## src/rtl/serial_out_tx.sv

```systemverilog
// FIFO-buffered asynchronous serial transmitter: start bit, DATA_W data bits LSB first, stop bit.
// Define SERIAL_OUT_PARITY_EN to insert an even-parity bit between the data bits and the stop bit.
module serial_out_tx #(
    parameter int unsigned CLKS_PER_BIT = 4,
    parameter int unsigned FIFO_DEPTH   = 4,
    parameter int unsigned DATA_W       = 8
) (
    input  logic                        CLK,
    input  logic                        NCLR,
    input  logic [DATA_W-1:0]           DIN,
    input  logic                        DIN_VALID,
    output logic                        DIN_READY,
    output logic                        SERIAL_OUT,
    output logic                        BUSY,
    output logic [$clog2(FIFO_DEPTH):0] FIFO_COUNT
);
    localparam int unsigned PtrW  = $clog2(FIFO_DEPTH);
    localparam int unsigned CntW  = PtrW + 1;
    localparam int unsigned BaudW = (CLKS_PER_BIT > 1) ? $clog2(CLKS_PER_BIT) : 1;
    localparam int unsigned BitW  = (DATA_W > 1) ? $clog2(DATA_W) : 1;

    localparam logic [BaudW-1:0] BaudLast = BaudW'(CLKS_PER_BIT - 1);
    localparam logic [BitW-1:0]  BitLast  = BitW'(DATA_W - 1);
    localparam logic [CntW-1:0]  CntFull  = CntW'(FIFO_DEPTH);

`ifdef SERIAL_OUT_PARITY_EN
    typedef enum logic [2:0] {StIdle, StStart, StData, StParity, StStop} state_e;
`else
    typedef enum logic [1:0] {StIdle, StStart, StData, StStop} state_e;
`endif

    logic [DATA_W-1:0] mem_q [FIFO_DEPTH];
    logic [PtrW-1:0]   wr_ptr_q, wr_ptr_d;
    logic [PtrW-1:0]   rd_ptr_q, rd_ptr_d;
    logic [CntW-1:0]   count_q, count_d;

    state_e            state_q, state_d;
    logic [BaudW-1:0]  baud_q, baud_d;
    logic [BitW-1:0]   bit_q, bit_d;
    logic [DATA_W-1:0] shift_q, shift_d;
    logic              serial_q, serial_d;
    logic              busy_q, busy_d;
`ifdef SERIAL_OUT_PARITY_EN
    logic              parity_q, parity_d;
`endif

    logic              push;
    logic              pop;
    logic              load;
    logic              bit_end;
    logic [DATA_W-1:0] head;

    always_comb begin
        DIN_READY  = (count_q < CntFull);
        SERIAL_OUT = serial_q;
        BUSY       = busy_q;
        FIFO_COUNT = count_q;
    end

    assign push    = DIN_VALID && DIN_READY;
    assign head    = mem_q[rd_ptr_q];
    assign bit_end = (baud_q == BaudLast);

    // Serial level is computed for the state being entered so the line flop tracks the FSM.
    always_comb begin
        state_d  = state_q;
        baud_d   = baud_q;
        bit_d    = bit_q;
        shift_d  = shift_q;
        serial_d = serial_q;
`ifdef SERIAL_OUT_PARITY_EN
        parity_d = parity_q;
`endif
        load     = 1'b0;
        pop      = 1'b0;

        unique case (state_q)
            StIdle: begin
                serial_d = 1'b1;
                if (count_q != '0) begin
                    load = 1'b1;
                end
            end
            StStart: begin
                if (bit_end) begin
                    baud_d   = '0;
                    bit_d    = '0;
                    state_d  = StData;
                    serial_d = shift_q[0];
                end else begin
                    baud_d = baud_q + 1'b1;
                end
            end
            StData: begin
                if (bit_end) begin
                    baud_d = '0;
                    if (bit_q == BitLast) begin
`ifdef SERIAL_OUT_PARITY_EN
                        state_d  = StParity;
                        serial_d = parity_q;
`else
                        state_d  = StStop;
                        serial_d = 1'b1;
`endif
                    end else begin
                        bit_d    = bit_q + 1'b1;
                        shift_d  = shift_q >> 1;
                        serial_d = shift_d[0];
                    end
                end else begin
                    baud_d = baud_q + 1'b1;
                end
            end
`ifdef SERIAL_OUT_PARITY_EN
            StParity: begin
                if (bit_end) begin
                    baud_d   = '0;
                    state_d  = StStop;
                    serial_d = 1'b1;
                end else begin
                    baud_d = baud_q + 1'b1;
                end
            end
`endif
            StStop: begin
                if (bit_end) begin
                    baud_d = '0;
                    if (count_q != '0) begin
                        load = 1'b1;
                    end else begin
                        state_d  = StIdle;
                        serial_d = 1'b1;
                    end
                end else begin
                    baud_d = baud_q + 1'b1;
                end
            end
            default: begin
                state_d  = StIdle;
                serial_d = 1'b1;
            end
        endcase

        // Back-to-back frames: a pop from STOP goes straight to START with no idle bit.
        if (load) begin
            pop      = 1'b1;
            shift_d  = head;
            baud_d   = '0;
            state_d  = StStart;
            serial_d = 1'b0;
`ifdef SERIAL_OUT_PARITY_EN
            parity_d = ^head;
`endif
        end
    end

    always_comb begin
        wr_ptr_d = push ? wr_ptr_q + 1'b1 : wr_ptr_q;
        rd_ptr_d = pop ? rd_ptr_q + 1'b1 : rd_ptr_q;
        case ({push, pop})
            2'b10:   count_d = count_q + 1'b1;
            2'b01:   count_d = count_q - 1'b1;
            default: count_d = count_q;
        endcase
        busy_d = (state_d != StIdle) || (count_d != '0);
    end

    always_ff @(posedge CLK) begin
        if (push) begin
            mem_q[wr_ptr_q] <= DIN;
        end
    end

    always_ff @(posedge CLK or negedge NCLR) begin
        if (!NCLR) begin
            wr_ptr_q <= '0;
            rd_ptr_q <= '0;
            count_q  <= '0;
            state_q  <= StIdle;
            baud_q   <= '0;
            bit_q    <= '0;
            shift_q  <= '0;
            serial_q <= 1'b1;
            busy_q   <= 1'b0;
`ifdef SERIAL_OUT_PARITY_EN
            parity_q <= 1'b0;
`endif
        end else begin
            wr_ptr_q <= wr_ptr_d;
            rd_ptr_q <= rd_ptr_d;
            count_q  <= count_d;
            state_q  <= state_d;
            baud_q   <= baud_d;
            bit_q    <= bit_d;
            shift_q  <= shift_d;
            serial_q <= serial_d;
            busy_q   <= busy_d;
`ifdef SERIAL_OUT_PARITY_EN
            parity_q <= parity_d;
`endif
        end
    end

endmodule
```

## config.mk

```make
export PLATFORM = sky130hd
export DESIGN_NAME = serial_out_tx
export DESIGN_NICKNAME = d
export VERILOG_FILES = /design/src/rtl/serial_out_tx.sv
export SDC_FILE = /design/constraint.sdc
export NUM_CORES = 1
export LEC_CHECK = 0
export CAP_MARGIN = 20
export CORE_MARGIN = 2
export CORE_UTILIZATION = 45
export DETAILED_ROUTE_END_ITERATION = 8
export PLACE_DENSITY = 0.73
export SLEW_MARGIN = 25
export SYNTH_ARGS = -nofsm -noshare
export SYNTH_HDL_FRONTEND = slang
export SYNTH_SLANG_ARGS = --single-unit
```

## constraint.sdc

```tcl
create_clock -name CLK -period 4.1 [get_ports CLK]
set_input_delay 1.025 -clock CLK [delete_from_list [all_inputs] [get_ports CLK]]
set_output_delay 1.025 -clock CLK [all_outputs]
set_load 0.005 [all_outputs]
```

==> metrics.txt, run 1 <==
final-report setup violation count=0; capture point of the worst reg-to-reg path=BUSY; Hold Fails Final Rpt=0; Critical Path, Cell by Cell=clkdlybuf4s50_1 -> nor2b_1 -> inv_1 -> ha_1 -> inv_1 -> fa_1 -> xor2_1 -> nor2_1 -> xnor2_1 -> nand4bb_1; clock sink count=56; reg2reg start=state_q[0]; fraction of final layout cells sized beyond drive strength 1=0.118; Worst path top cell family by delay=simple AND/OR/NAND/NOR gates; post-synthesis net count=194; leading cell type in the layout, fill and taps excluded=sky130_fd_sc_hd__edfxtp_1; drt drc=0; register bit total from synthesis=56; synth-to-layout area growth=12.9%; Antenna Cells=0; fraction of the cycle the final worst path needs=0.662; yosys warns=0; status=complete, no violations; width of the die=78.4 um; fin. max-slew vios=0; global-route wire length before repair=6.40 mm; maximum clock frequency=0.368 GHz; area share of the leading cell type in the synthesized netlist=0.386; cells on worst reg2reg path=11; Slew @ Worst Pin=0.577 ns; Buf/Inv on CP=3; critical path data arrival time=2.92 ns; Starting Density=0.458; worst rel slew slack=0.616; H-Tree Depth=2; source-to-sink clock delay at the later pin of the worst-skew pair=0.32 ns; Setup Crit Path Kind=input port to flop; critical path depth in cells=10; CTS tree=built; share of the core filled with cells in the final layout=0.516; Worst VDD drop=370 uV; data required time of the critical path=4.30 ns; Syn Std Cell Area=2490 um^2; cts bufs inserted=5; count of nets left with antenna violations after detail routing=0; leakage power=0.00112 uW; area leader, netlist=sky130_fd_sc_hd__edfxtp_1; Net count, final=211; routability-driven placement congestion ratio=0.783; most used cell, CP=sky130_fd_sc_hd__inv_1; unrepaired setup endpoints after global routing=no; total vias in the final route=1337; GRT Resource Usage Total=0.138; routed vias/inst=5.16; number of resized instances in the post-cts repair step=0; power density over cell area=676 nW/um^2; cell count after synthesis=169; floorplan row count=27; maximum clock skew at final layout=0.00898 ns; number of max-cap violations=0; top-level port count=17; remaining global-route overflow=0; pin count of the biggest net entering global routing=25; die area=6140 um^2; nature of the critical path endpoint=flop; mean area per synthesized cell=14.7 um^2; part of the Yosys area used for sequential elements=0.628; cell with the biggest individual delay on the critical path=sky130_fd_sc_hd__clkdlybuf4s50_1; placeable core region=5440 um^2; antenna violations before repair=0; sum of negative setup slack=0 ns; reg2reg setup slack=1.61 ns; Reg clk slew, reported paths=0.10 ns; number of distinct standard cells referenced by the synthesized netlist=31; Root Buffer=sky130_fd_sc_hd__clkbuf_8; Hold-fix buffers, CTS=0; kind of start point of the critical path=input port; # port buffers=16; setup fix buffers added after clock tree synthesis=0; synth top area cells=sky130_fd_sc_hd__edfxtp_1 39%, sky130_fd_sc_hd__dfrtp_1 23%, sky130_fd_sc_hd__mux4_2 7.2%; count of routing violations after the opening detailed-route iteration=35; stage delay of the slowest cell on the critical path=0.44 ns; routed wire length per instance=14.4 um; via count of the first global-routing pass=1350; total wirelength of the detailed-routed design=3.73 mm; hold path start=SERIAL_OUT; Tightest Hold Check Type=flop to flop; commonest cells after routing, fill and taps aside=32 x sky130_fd_sc_hd__edfxtp_1, 23 x sky130_fd_sc_hd__dfrtp_1, 15 x sky130_fd_sc_hd__clkdlybuf4s50_1, 14 x sky130_fd_sc_hd__nand2_1, 13 x sky130_fd_sc_hd__ha_1; tightest hold margin=0.538 ns; post-detail-place hpwl=2.62 mm; Max Buffers Root-to-Sink=2; Critical Path Fanout Max=8; die span in y=78.4 um; Critical Path Source=DIN_VALID; final period demand of the worst path=2.71 ns; 1st-pass router iterations=4; end point of the critical path=BUSY
flip-flops by register name (all words and copies together) (netlist names):
register	flops
wr_ptr_q	2
shift_q	8
BUSY	1
rd_ptr_q	2
state_q	2
mem_q	32
bit_q	3
baud_q	2
FIFO_COUNT	3
SERIAL_OUT	1
through the flow:
stage | setup WS (ns) | cell area, um^2 | power (uW) | cells
2_1_floorplan | 1.24 | 2490 | 1400 | 169
6_report | 1.39 | 2810 | 1900 | 259
3_5_place_dp | 1.03 | 2710 | 1610 | 251
4_1_cts | 1.38 | 2810 | 1920 | 259
3_3_place_gp | 1.07 | 2720 | 1580 | 251
5_1_grt | 1.16 | 2810 | 2050 | 259
worst register-to-register path: stages, from the launching register on:
cell and delay (ns):
sky130_fd_sc_hd__dfrtp_1 0.44, sky130_fd_sc_hd__inv_1 0.14, sky130_fd_sc_hd__ha_1 0.24, sky130_fd_sc_hd__a21oi_1 0.07
sky130_fd_sc_hd__a311oi_2 0.31, sky130_fd_sc_hd__ha_1 0.23, sky130_fd_sc_hd__inv_1 0.06, sky130_fd_sc_hd__fa_1 0.37
sky130_fd_sc_hd__xor2_1 0.15, sky130_fd_sc_hd__nor2_1 0.12, sky130_fd_sc_hd__xnor2_1 0.08, sky130_fd_sc_hd__nand4bb_1 0.18
cell type report:
type                            count  area (um^2)
Clock inverter                      3         26.3
Timing Repair Buffer               17          163
Inverter                           10         37.5
Sequential cell                    56         1560
Multi-Input combinational cell     96          861
Fill cell                         459         2630
Tap cell                           72         90.1
Clock buffer                        5         68.8
cells by family (layout without fill, tap and decap cells):
logic type / count (synthesis) / count (layout) / synth area share
AND/OR/NAND/NOR: 31 / 31 / 0.0608
AO/OA/AOI/OAI: 26 / 26 / 0.0709
adder cells (fa/ha/maj): 14 / 14 / 0.0734
buffers and inverters: 17 / 35 / 0.0287
XOR/XNOR: 6 / 6 / 0.0211
multiplexers: 19 / 19 / 0.117
flip-flops: 56 / 56 / 0.628
metal layers:
layer / share of wire / up-vias / track usage / routed length, um
li1: - / 647 / - / -
met1: 0.48 / 662 / 0.181 / 1800
met2: 0.47 / 22 / 0.216 / 1750
met3: 0.033 / 6 / 0.0391 / 122
met4: 0.017 / 0 / 0.0579 / 64
met5: 0 / - / 0 / 0
worst min path at each step:
stage / endpoint / cells after the start
2_1_floorplan: bit_q[1] / 1
3_3_place_gp: baud_q[1] / 2
3_5_place_dp: bit_q[1] / 1
4_1_cts: SERIAL_OUT / 2
5_1_grt: bit_q[1] / 1
6_report: SERIAL_OUT / 2
power by group:
part | switching [uW] | internal [uW]
registers | 120 | 758
clock network | 190 | 126
logic | 344 | 361
total | 654 | 1250
cell usage after synthesis (all sizes together):
cell type  number
dfstp           1
o21ai          12
nor3            1
mux4            8
a21oi           2
a221o           2
xor2            2
and2            4
inv            10
nand2          14
clkbuf          5
buf             2
nor2            7
fa              1
edfxtp         32
mux2i          10
or4b            1
dfrtp          23
a2111oi         1
nand4bb         1
a211oi          1
nor2b           2
a311oi          1
a22o            5
nand3           1
ha             13
a211o           1
mux2            1
a2bb2oi         1
xnor2           4
(Power assumes the default switching activity.)
==> run 2: changes to the inputs <==
==> constraint.sdc (replaced) <==
create_clock -name CLK -period 2.8 [get_ports CLK]
set_input_delay 0.7 -clock CLK [delete_from_list [all_inputs] [get_ports CLK]]
set_output_delay 0.7 -clock CLK [all_outputs]
set_load 0.005 [all_outputs]
==> metrics.txt, run 2 (synthesized netlist as in run 1, its figures left out) <==
status=complete, no violations; placeable core region=5440 um^2 (unchanged); cell with the biggest individual delay on the critical path=sky130_fd_sc_hd__dfrtp_1; # port buffers=16 (unchanged); number of placed instances, taps included=254 (+1.2%); Antenna Cells=0 (unchanged); die span in y=78.4 um (unchanged); cts bufs inserted=5 (unchanged); total vias in the final route=1371 (+2.5%); Hold Fails Final Rpt=0 (unchanged); worst rel slew slack=0.623 (+0.00707); antenna violations before repair=0 (unchanged); width of the die=78.4 um (unchanged); Reg with most FFs=mem_q; Critical Path, Cell by Cell=inv_1 -> ha_1 -> a21oi_1 -> a311oi_2 -> ha_1 -> inv_1 -> fa_1 -> xor2_1 -> nor2_1 -> xnor2_1 -> nand4bb_1; hold path start=shift_q[7]; post-detail-place hpwl=2.92 mm (+11%); fraction of the cycle the final worst path needs=0.918; maximum clock skew at final layout=0.00573 ns (-0.00325 ns); nature of the critical path endpoint=flop; count of nets left with antenna violations after detail routing=0 (unchanged); remaining global-route overflow=0 (unchanged); Net count, final=214 (+1.4%); Setup Crit Path Kind=flop to flop; fin. max-slew vios=0 (unchanged); synth-to-layout area growth=14.1%; Hold-fix buffers, CTS=0 (unchanged); Design Power=2850 uW (+50%); leakage power=0.00114 uW (+1.5%); Max Buffers Root-to-Sink=2 (unchanged); die area=6140 um^2 (unchanged); final design instance area without fill=2840 um^2 (+1.1%); 1st-pass router iterations=4 (unchanged); final period demand of the worst path=2.57 ns; Slew @ Worst Pin=0.566 ns (-0.0106 ns); largest registers=mem_q x32, shift_q x8; routed wire length per instance=15.6 um (+8.3%); via count of the first global-routing pass=1403 (+3.9%); commonest cells after routing, fill and taps aside=32 x sky130_fd_sc_hd__edfxtp_1, 23 x sky130_fd_sc_hd__dfrtp_1, 16 x sky130_fd_sc_hd__clkdlybuf4s50_1, 14 x sky130_fd_sc_hd__nand2_1, 13 x sky130_fd_sc_hd__ha_1; top-level port count=17 (unchanged); global-route wire length before repair=6.90 mm (+7.8%); Root Buffer=sky130_fd_sc_hd__clkbuf_8; data required time of the critical path=2.99 ns (-1.31 ns); sum of negative setup slack=0 ns (unchanged); fraction of final layout cells sized beyond drive strength 1=0.126 (+0.00867); Critical Path Source=state_q[0]; total wirelength of the detailed-routed design=4.09 mm (+9.6%); combined flip-flop and latch cell area=1560 um^2 (unchanged); clock sink count=56 (unchanged); Reg clk slew, reported paths=0.11 ns (about the same); drt drc=0 (unchanged); reg2reg start=state_q[0]; leading cell type in the layout, fill and taps excluded=sky130_fd_sc_hd__edfxtp_1; H-Tree Depth=2 (unchanged); floorplan row count=27 (unchanged); power density over cell area=1000 nW/um^2 (+48%); kind of start point of the critical path=flop; number of max-cap violations=0 (unchanged); Critical Path Fanout Max=5 (-3); max FFs per register=32 (unchanged); maximum clock frequency=0.389 GHz; pin count of the biggest net entering global routing=25 (unchanged); source-to-sink clock delay at the later pin of the worst-skew pair=0.31 ns (about the same); layout filler cell count=442 (-3.7%); final standard cell count with taps included and fillers excluded=262 (+1.2%); stage delay of the slowest cell on the critical path=0.44 ns (about the same); unrepaired setup endpoints after global routing=no; critical path data arrival time=2.76 ns (-0.16 ns); Tightest Hold Check Type=flop to flop; share of the core filled with cells in the final layout=0.522 (+0.00552); count of routing violations after the opening detailed-route iteration=38 (+8.6%); number of resized instances in the post-cts repair step=0 (unchanged); routability-driven placement congestion ratio=0.695 (-11%); GRT Resource Usage Total=0.146 (+0.00845); setup fix buffers added after clock tree synthesis=0 (unchanged); CTS tree=built; total area of multi-input combinational cells=861 um^2 (unchanged); Worst VDD drop=439 uV (+19%); Starting Density=0.458 (unchanged); routed vias/inst=5.23 (+1.4%); final-report setup violation count=0 (unchanged); Post-Place Cell Area=2740 um^2 (+1.0%)
==> run 2: cell types whose count changed in the layout (fill, tap and decap cells not counted), sizes merged <==
| cell | previous run | this run |
|---|---|---|
| buf | 2 | 4 |
| clkdlybuf4s50 | 15 | 16 |
| clkinv | 1 | 0 |
| inv | 12 | 13 |
==> run 2: final timing paths <==
path	endpoint	slack [ns]	cells past startpoint
min reg2reg	shift_q[7]	0.55	2
min	shift_q[7]	0.55	2
max	BUSY	0.23	11
max reg2reg	BUSY	0.23	11
max in group asynchronous	SERIAL_OUT	1.77	2
min in group asynchronous	state_q[0]	0.74	2
==> run 2: layout make-up <==
class,count,share of cell area
flip-flops and latches,56,0.550
clock buffers,5,0.0242
multi-input cells,96,0.303
inverters,10,0.0132
well taps,72,0.0317
clock inverters,3,0.0101
repair buffers,20,0.0670
==> run 2: critical path, delay by kind of cell (launching register included) <==
| kind | cells | cell delay (ns) |
|---|---|---|
| compound gates | 2 | 0.40 |
| xor+xnor | 2 | 0.23 |
| fa+ha+maj | 3 | 0.87 |
| buf+inv | 2 | 0.20 |
| flops | 1 | 0.44 |
| simple gates | 2 | 0.30 |
==> run 2: per-stage QoR <==
stage / hold slack, ns / setup WS, ns
2_1_floorplan: 0.404 / 0.0721
3_3_place_gp: 0.512 / 0.301
3_5_place_dp: 0.535 / 0.189
4_1_cts: 0.554 / 0.237
5_1_grt: 0.580 / 0.0230
6_report: 0.550 / 0.229
==> run 2: per-layer routing <==
layer  vias up  global-route usage  wire, um
met1       692               0.172      1770
met5         -                   0         0
met2        19               0.266      2160
li1        656                   -         -
met3         4              0.0402       120
met4         0              0.0316        32
==> run 2: where the power goes <==
part	total [uW]	leakage, uW	internal (uW)	switching, uW
Clock	466	0.0000511	189	277
Combinational	1080	0.000507	543	541
Sequential	1290	0.000584	1110	185
Total	2850	0.00114	1840	1000
